==> src/rtl/fust_g_table.sv <==
// Multi-row GEMM-unit status table: holds dispatched ops until all three operand tags clear, then issues oldest-first.
// Latency: dispatch -> visible next cycle; wakeup -> issue eligibility next cycle; outputs decoded from registered rows.
// Backpressure: disp_ready drops when every row is busy; a presented row is held until iss_ready. Optional: FUST_G_WAKE_BYPASS_EN.
module fust_g_table #(
  parameter int NROWS     = 4,
  parameter int TAG_W     = 2,
  parameter int PAYLOAD_W = 32,
  parameter int NWAKE     = 2
) (
  input  logic                       CLK,
  input  logic                       nRST,
  input  logic                       disp_valid,
  output logic                       disp_ready,
  input  logic [TAG_W-1:0]           disp_t1,
  input  logic [TAG_W-1:0]           disp_t2,
  input  logic [TAG_W-1:0]           disp_t3,
  input  logic                       disp_spec,
  input  logic [PAYLOAD_W-1:0]       disp_payload,
  input  logic [NWAKE-1:0]           wake_valid,
  input  logic [NWAKE*TAG_W-1:0]     wake_tag,
  output logic                       iss_valid,
  input  logic                       iss_ready,
  output logic [$clog2(NROWS)-1:0]   iss_row,
  output logic [PAYLOAD_W-1:0]       iss_payload,
  input  logic                       flush,
  input  logic                       resolved,
  output logic [$clog2(NROWS+1)-1:0] occupancy
);

  localparam int IDX_W = $clog2(NROWS);
  localparam int OCC_W = $clog2(NROWS+1);

  typedef struct packed {
    logic                 busy;
    logic                 spec;
    logic [TAG_W-1:0]     t1;
    logic [TAG_W-1:0]     t2;
    logic [TAG_W-1:0]     t3;
    logic [PAYLOAD_W-1:0] payload;
  } fust_g_row_t;

  fust_g_row_t [NROWS-1:0]            rows_q, rows_d;
  // older_q[i][j] set means row i was dispatched before row j
  logic [NROWS-1:0][NROWS-1:0]        older_q, older_d;

  logic [NROWS-1:0]  rdy;
  logic [NROWS-1:0]  oldest;
  logic              sel_vld;
  logic [IDX_W-1:0]  sel_idx;
  logic              free_vld;
  logic [IDX_W-1:0]  alloc_idx;
  logic              disp_fire;
  logic              iss_fire;
  logic [OCC_W-1:0]  occ_cnt;
  logic [TAG_W-1:0]  new_t1, new_t2, new_t3;

  // True when a nonzero tag matches any valid broadcast port this cycle
  function automatic logic woken(input logic [TAG_W-1:0]       t,
                                 input logic [NWAKE-1:0]       vld,
                                 input logic [NWAKE*TAG_W-1:0] tags);
    logic hit;
    hit = 1'b0;
    for (int k = 0; k < NWAKE; k++) begin
      if (vld[k] && (tags[k*TAG_W +: TAG_W] == t) && (t != '0)) hit = 1'b1;
    end
    return hit;
  endfunction

  // Per-row readiness and oldest-ready detection from the age matrix
  always_comb begin
    logic [NROWS-1:0] blockers;
    rdy      = '0;
    oldest   = '0;
    blockers = '0;
    for (int i = 0; i < NROWS; i++) begin
      rdy[i] = rows_q[i].busy && (rows_q[i].t1 == '0) && (rows_q[i].t2 == '0) && (rows_q[i].t3 == '0);
    end
    for (int i = 0; i < NROWS; i++) begin
      blockers    = rdy & ~older_q[i];
      blockers[i] = 1'b0;
      oldest[i]   = rdy[i] && (blockers == '0);
    end
  end

  // Pick the issue candidate and the lowest free row (high-to-low scan so the lowest index wins)
  always_comb begin
    sel_vld   = 1'b0;
    sel_idx   = '0;
    free_vld  = 1'b0;
    alloc_idx = '0;
    for (int i = NROWS-1; i >= 0; i--) begin
      if (oldest[i]) begin
        sel_vld = 1'b1;
        sel_idx = IDX_W'(i);
      end
      if (!rows_q[i].busy) begin
        free_vld  = 1'b1;
        alloc_idx = IDX_W'(i);
      end
    end
  end

  // Busy-row count straight from registered state, so it can never wrap
  always_comb begin
    occ_cnt = '0;
    for (int i = 0; i < NROWS; i++) begin
      occ_cnt = occ_cnt + {{(OCC_W-1){1'b0}}, rows_q[i].busy};
    end
  end

  assign disp_ready  = free_vld;
  assign iss_valid   = sel_vld && !flush;
  assign iss_row     = sel_idx;
  assign iss_payload = sel_vld ? rows_q[sel_idx].payload : '0;
  assign occupancy   = occ_cnt;

  // A speculative dispatch arriving with a flush would be squashed at once, so drop it
  assign disp_fire = disp_valid && free_vld && !(flush && disp_spec);
  assign iss_fire  = iss_valid && iss_ready;

  // Dispatch tags, optionally cleared by a wakeup in the same cycle
  always_comb begin
`ifdef FUST_G_WAKE_BYPASS_EN
    new_t1 = woken(disp_t1, wake_valid, wake_tag) ? '0 : disp_t1;
    new_t2 = woken(disp_t2, wake_valid, wake_tag) ? '0 : disp_t2;
    new_t3 = woken(disp_t3, wake_valid, wake_tag) ? '0 : disp_t3;
`else
    new_t1 = disp_t1;
    new_t2 = disp_t2;
    new_t3 = disp_t3;
`endif
  end

  // Next row state: issue/flush frees, wakeups clear tags, resolve clears spec, dispatch allocates
  always_comb begin
    rows_d  = rows_q;
    older_d = older_q;
    for (int i = 0; i < NROWS; i++) begin
      if (iss_fire && (sel_idx == IDX_W'(i))) rows_d[i].busy = 1'b0;
      if (flush && rows_q[i].spec)            rows_d[i].busy = 1'b0;
      if (woken(rows_q[i].t1, wake_valid, wake_tag)) rows_d[i].t1 = '0;
      if (woken(rows_q[i].t2, wake_valid, wake_tag)) rows_d[i].t2 = '0;
      if (woken(rows_q[i].t3, wake_valid, wake_tag)) rows_d[i].t3 = '0;
      if (resolved && !flush)                  rows_d[i].spec = 1'b0;
    end
    if (disp_fire) begin
      for (int i = 0; i < NROWS; i++) begin
        if (alloc_idx == IDX_W'(i)) begin
          rows_d[i].busy    = 1'b1;
          rows_d[i].spec    = disp_spec && !(resolved && !flush);
          rows_d[i].t1      = new_t1;
          rows_d[i].t2      = new_t2;
          rows_d[i].t3      = new_t3;
          rows_d[i].payload = disp_payload;
          older_d[i]        = '0;
        end else begin
          older_d[i][alloc_idx] = 1'b1;
        end
      end
    end
  end

  // Row and age-matrix registers
  always_ff @(posedge CLK or negedge nRST) begin
    if (!nRST) begin
      rows_q  <= '0;
      older_q <= '0;
    end else begin
      rows_q  <= rows_d;
      older_q <= older_d;
    end
  end

endmodule

==> config.mk <==
export PLATFORM = sky130hd
export DESIGN_NAME = fust_g_table
export DESIGN_NICKNAME = d
export VERILOG_FILES = /design/src/rtl/fust_g_table.sv
export SDC_FILE = /design/constraint.sdc
export NUM_CORES = 1
export LEC_CHECK = 0
export ABC_AREA = 1
export BUFFER_PORTS_ARGS = -buffer_cell sky130_fd_sc_hd__buf_4
export CAP_MARGIN = 10
export CORE_MARGIN = 4
export CORE_UTILIZATION = 30
export CTS_CLUSTER_SIZE = 25
export DETAILED_ROUTE_END_ITERATION = 8
export PLACE_DENSITY = 0.5
export SYNTH_ARGS = -nofsm -noshare
export SYNTH_HDL_FRONTEND = slang
export SYNTH_SLANG_ARGS = --single-unit
==> constraint.sdc <==
create_clock -name CLK -period 2.6 [get_ports CLK]
set_input_delay 0.26 -clock CLK [delete_from_list [all_inputs] [get_ports CLK]]
set_output_delay 0.26 -clock CLK [all_outputs]
set_load 0.02 [all_outputs]
==> impl_summary.log <==
[metrics] number of buffers inserted by port buffering: 89
[metrics] setup slack after placement: 0.185 ns
[metrics] top cells by area in the synthesized netlist: dfrtp_1 50%, nand2_1 12%, o21ai_0 8.5%
[metrics] number of rows in the core area: 61
[metrics] share of final-layout standard cells stronger than drive strength 1: 23.8%
[metrics] path type of the worst min-delay path: input pin to register
[metrics] total number of clock tree sinks: 172
[metrics] antenna violations before repair: 0
[metrics] post-detailed-placement half-perimeter wirelength: 16.1 mm
[metrics] clock edge transition at the registers on the reported setup and hold paths: 0.08 ns
[metrics] vias in the first global route: 7711
[metrics] portion of the post-synthesis area used by sequential elements: 49.8%
[metrics] Seq cells post-synth: 172
[metrics] pin count of the biggest net entering global routing: 58
[metrics] Crit Path Class: register to primary output
[metrics] First DRT Iteration DRCs: 599
[metrics] final hold vios: 0
[metrics] residual DRC count: 0
[metrics] clock tree root driver cell: clkbuf_16
[metrics] total non-filler cell area in the finished layout: 0.0114 mm2
[metrics] initial core utilization: 30.8%
[metrics] Total Routing Usage GR: 16.7%
[metrics] actual transition at the worst max-transition pin: 0.525 ns
[metrics] Area growth, synth to finish: 31.5%
[metrics] startpoint type of the worst setup path: register
[metrics] mean post-synth cell area: 7.91 um2
[metrics] final critical-path required period: 2.83 ns
[metrics] Vias: 7988
[metrics] Max Root-Sink Buffers: 2
[metrics] Util after Layout: 40.5%
[metrics] die outline area: 0.0316 mm2
[metrics] final setup violating endpoints: 32
[metrics] crit path capture type: primary output
[metrics] Max-Slew Margin vs Limit: 65.0%
[metrics] die height: 178 um
[metrics] top cell type by total area after synthesis: dfrtp_1
[metrics] First-pass DRT Iterations: 6
[metrics] width of the chip: 178 um
[metrics] worst clock skew on the final layout: 0.0118 ns
[metrics] maximum achievable frequency: 353 MHz
[metrics] global-route wire length before repair: 42.3 mm
[metrics] CTS tree: yes
[metrics] Final Wtd Congestion: 0.798
[metrics] Final period util: 109%
[metrics] library cells used by synthesis: 33
[metrics] average wire per standard cell: 16.8 um
[metrics] cell area after technology mapping: 0.00864 mm2
[metrics] setup repair after global routing missed its margin: yes
[metrics] worst slack on hold paths: 0.126 ns
[metrics] insertion delay of the later-clocked pin in the worst-skew pair: 0.44 ns
[metrics] number of instances in the synthesized netlist: 1093
[metrics] Routed Antenna Nets: 0
[metrics] aggregate global routing overflow: 0
[metrics] routed vias/inst: 4.98
[metrics] Final Net Count: 1266
[metrics] Syn. warnings: 0
[metrics] final WL: 26.9 mm
[metrics] total clock buffers created by CTS: 17
[metrics] worst endpoint data arrival time: 2.57 ns
[metrics] maximum fanout count along the critical path: 10
[metrics] run status: complete, but fails checks
[metrics] count of boundary I/O pins: 90
[metrics] Area after DPL: 0.00984 mm2
[metrics] area of the core: 0.0281 mm2
[metrics] slack of the critical path: -0.230 ns
[metrics] antenna diode count: 0
[metrics] final-report max-slew violation count: 0
[metrics] H-Tree Depth: 4
[metrics] Worst EP required: 2.34 ns
[metrics] number of max-cap violations: 0
[metrics] area share of the largest cell type after synthesis: 49.8%
[metrics] Post-Synthesis Net Count: 1147
[metrics] violated checks: negative setup slack
flip-flops by register name, indices dropped and copies added (netlist names), named ones only:
register / cells
older_q: 4
rows_q: 160
cell families (layout without fill, tap and decap cells):
logic type,count (synthesis),after routing,synth area share (%)
AND/OR/NAND/NOR,515,515,25.8
AO/OA/AOI/OAI,231,231,15.2
flip-flops,172,172,49.8
buffers and inverters,168,300,8.35
XOR/XNOR,4,4,0.405
adder cells (fa/ha/maj),3,3,0.521
path summary, 6_finish.rpt:
kind,startpoint,end,slack (ns),cells past startpoint
setup / recovery,rows_q[73]$_DFF_PN0_,iss_payload[1],-0.23,14
hold / removal,disp_payload[25],rows_q[25]$_DFFE_PN0P_,0.13,3
setup reg to reg,rows_q[39]$_DFF_PN0_,rows_q[13]$_DFFE_PN0P_,0.37,12
hold reg to reg,rows_q[80]$_DFFE_PN0P_,rows_q[80]$_DFFE_PN0P_,0.49,2
max in group asynchronous,nRST,rows_q[147]$_DFFE_PN0P_,1.45,3
min in group asynchronous,nRST,rows_q[157]$_DFF_PN0_,0.37,2
synth_stat cells (all sizes together):
cell / n
ha: 2
o2111ai: 5
nand4: 44
clkinv: 1
buf: 30
a32oi: 2
a21oi: 24
nand2: 290
or2: 2
nor2: 100
o21ai: 161
o211ai: 1
clkbuf: 38
a22oi: 1
xnor2: 4
a31oi: 3
o22ai: 5
o221ai: 14
dfrtp: 172
inv: 99
fa: 1
a221oi: 15
nand3: 79
stage by stage:
step,TNS [ns],cells
floorplan,0,1093
global placement,0,1525
detailed placement,0,1525
CTS,-3.97,1586
global route,-11.22,1603
finish,-4.78,1603
layout by cell type (no fill, tap or decap), types with 2 or more instances in the layout:
cell,count
a21oi_1,23
a221oi_1,15
a31oi_1,3
a32oi_1,2
buf_12,20
buf_16,3
buf_4,126
buf_6,11
clkbuf_16,23
clkinv_4,2
clkinv_8,3
dfrtp_1,170
dfrtp_2,2
ha_1,2
inv_1,83
inv_2,16
inv_6,3
inv_8,6
nand2_1,263
nand2_2,20
nand2_4,5
nand2_8,2
nand3_1,63
nand3_2,16
nand4_1,44
nor2_1,72
nor2_2,20
nor2_4,8
o2111ai_1,5
o21ai_0,146
o21ai_1,15
o221ai_1,14
o22ai_1,5
or2_2,2
xnor2_1,4
critical path, stage by stage, from the launching register on:
cell       delay, ns
dfrtp_2         0.42
nor2_2          0.12
nand2_1         0.09
nor2_4          0.15
nand2_1         0.06
nand2_1         0.09
nor2_1          0.07
nor2_2          0.18
nand2_4         0.13
bufbuf_16       0.31
nand4_1         0.08
nand2_1         0.08
nor2_2          0.15
nor2_1          0.06
buf_4           0.15
cell type report:
cell class / instances / area (um2)
clock buffers: 17 / 425
clock inverters: 15 / 190
fillers: 2912 / 16700
inverters: 100 / 375
multi-input cells: 753 / 3850
flip-flops and latches: 172 / 4310
well taps: 378 / 473
repair buffers: 168 / 1750
repair_timing:
item / in CTS / in global routing
hold endpoints to repair: 47 / 0
hold buffers: 1 / 0
pin swaps: 13 / 30
resized for setup: 40 / 53
cloned: 4 / 6
setup buffers: 24 / 13
endpoints found under the setup margin: 34 / 35
layer usage:
layer / part of all wire [%] / up-vias / GRT usage (%)
met5: 0 / - / 0
met4: 0.82 / 0 / 3.16
met3: 4.9 / 17 / 2.64
met2: 49 / 232 / 28.4
met1: 45 / 3860 / 22.8
li1: - / 3879 / -
Power is not shown: default switching activity piles up to over one toggle a cycle in this logic, so the estimate is an artifact.
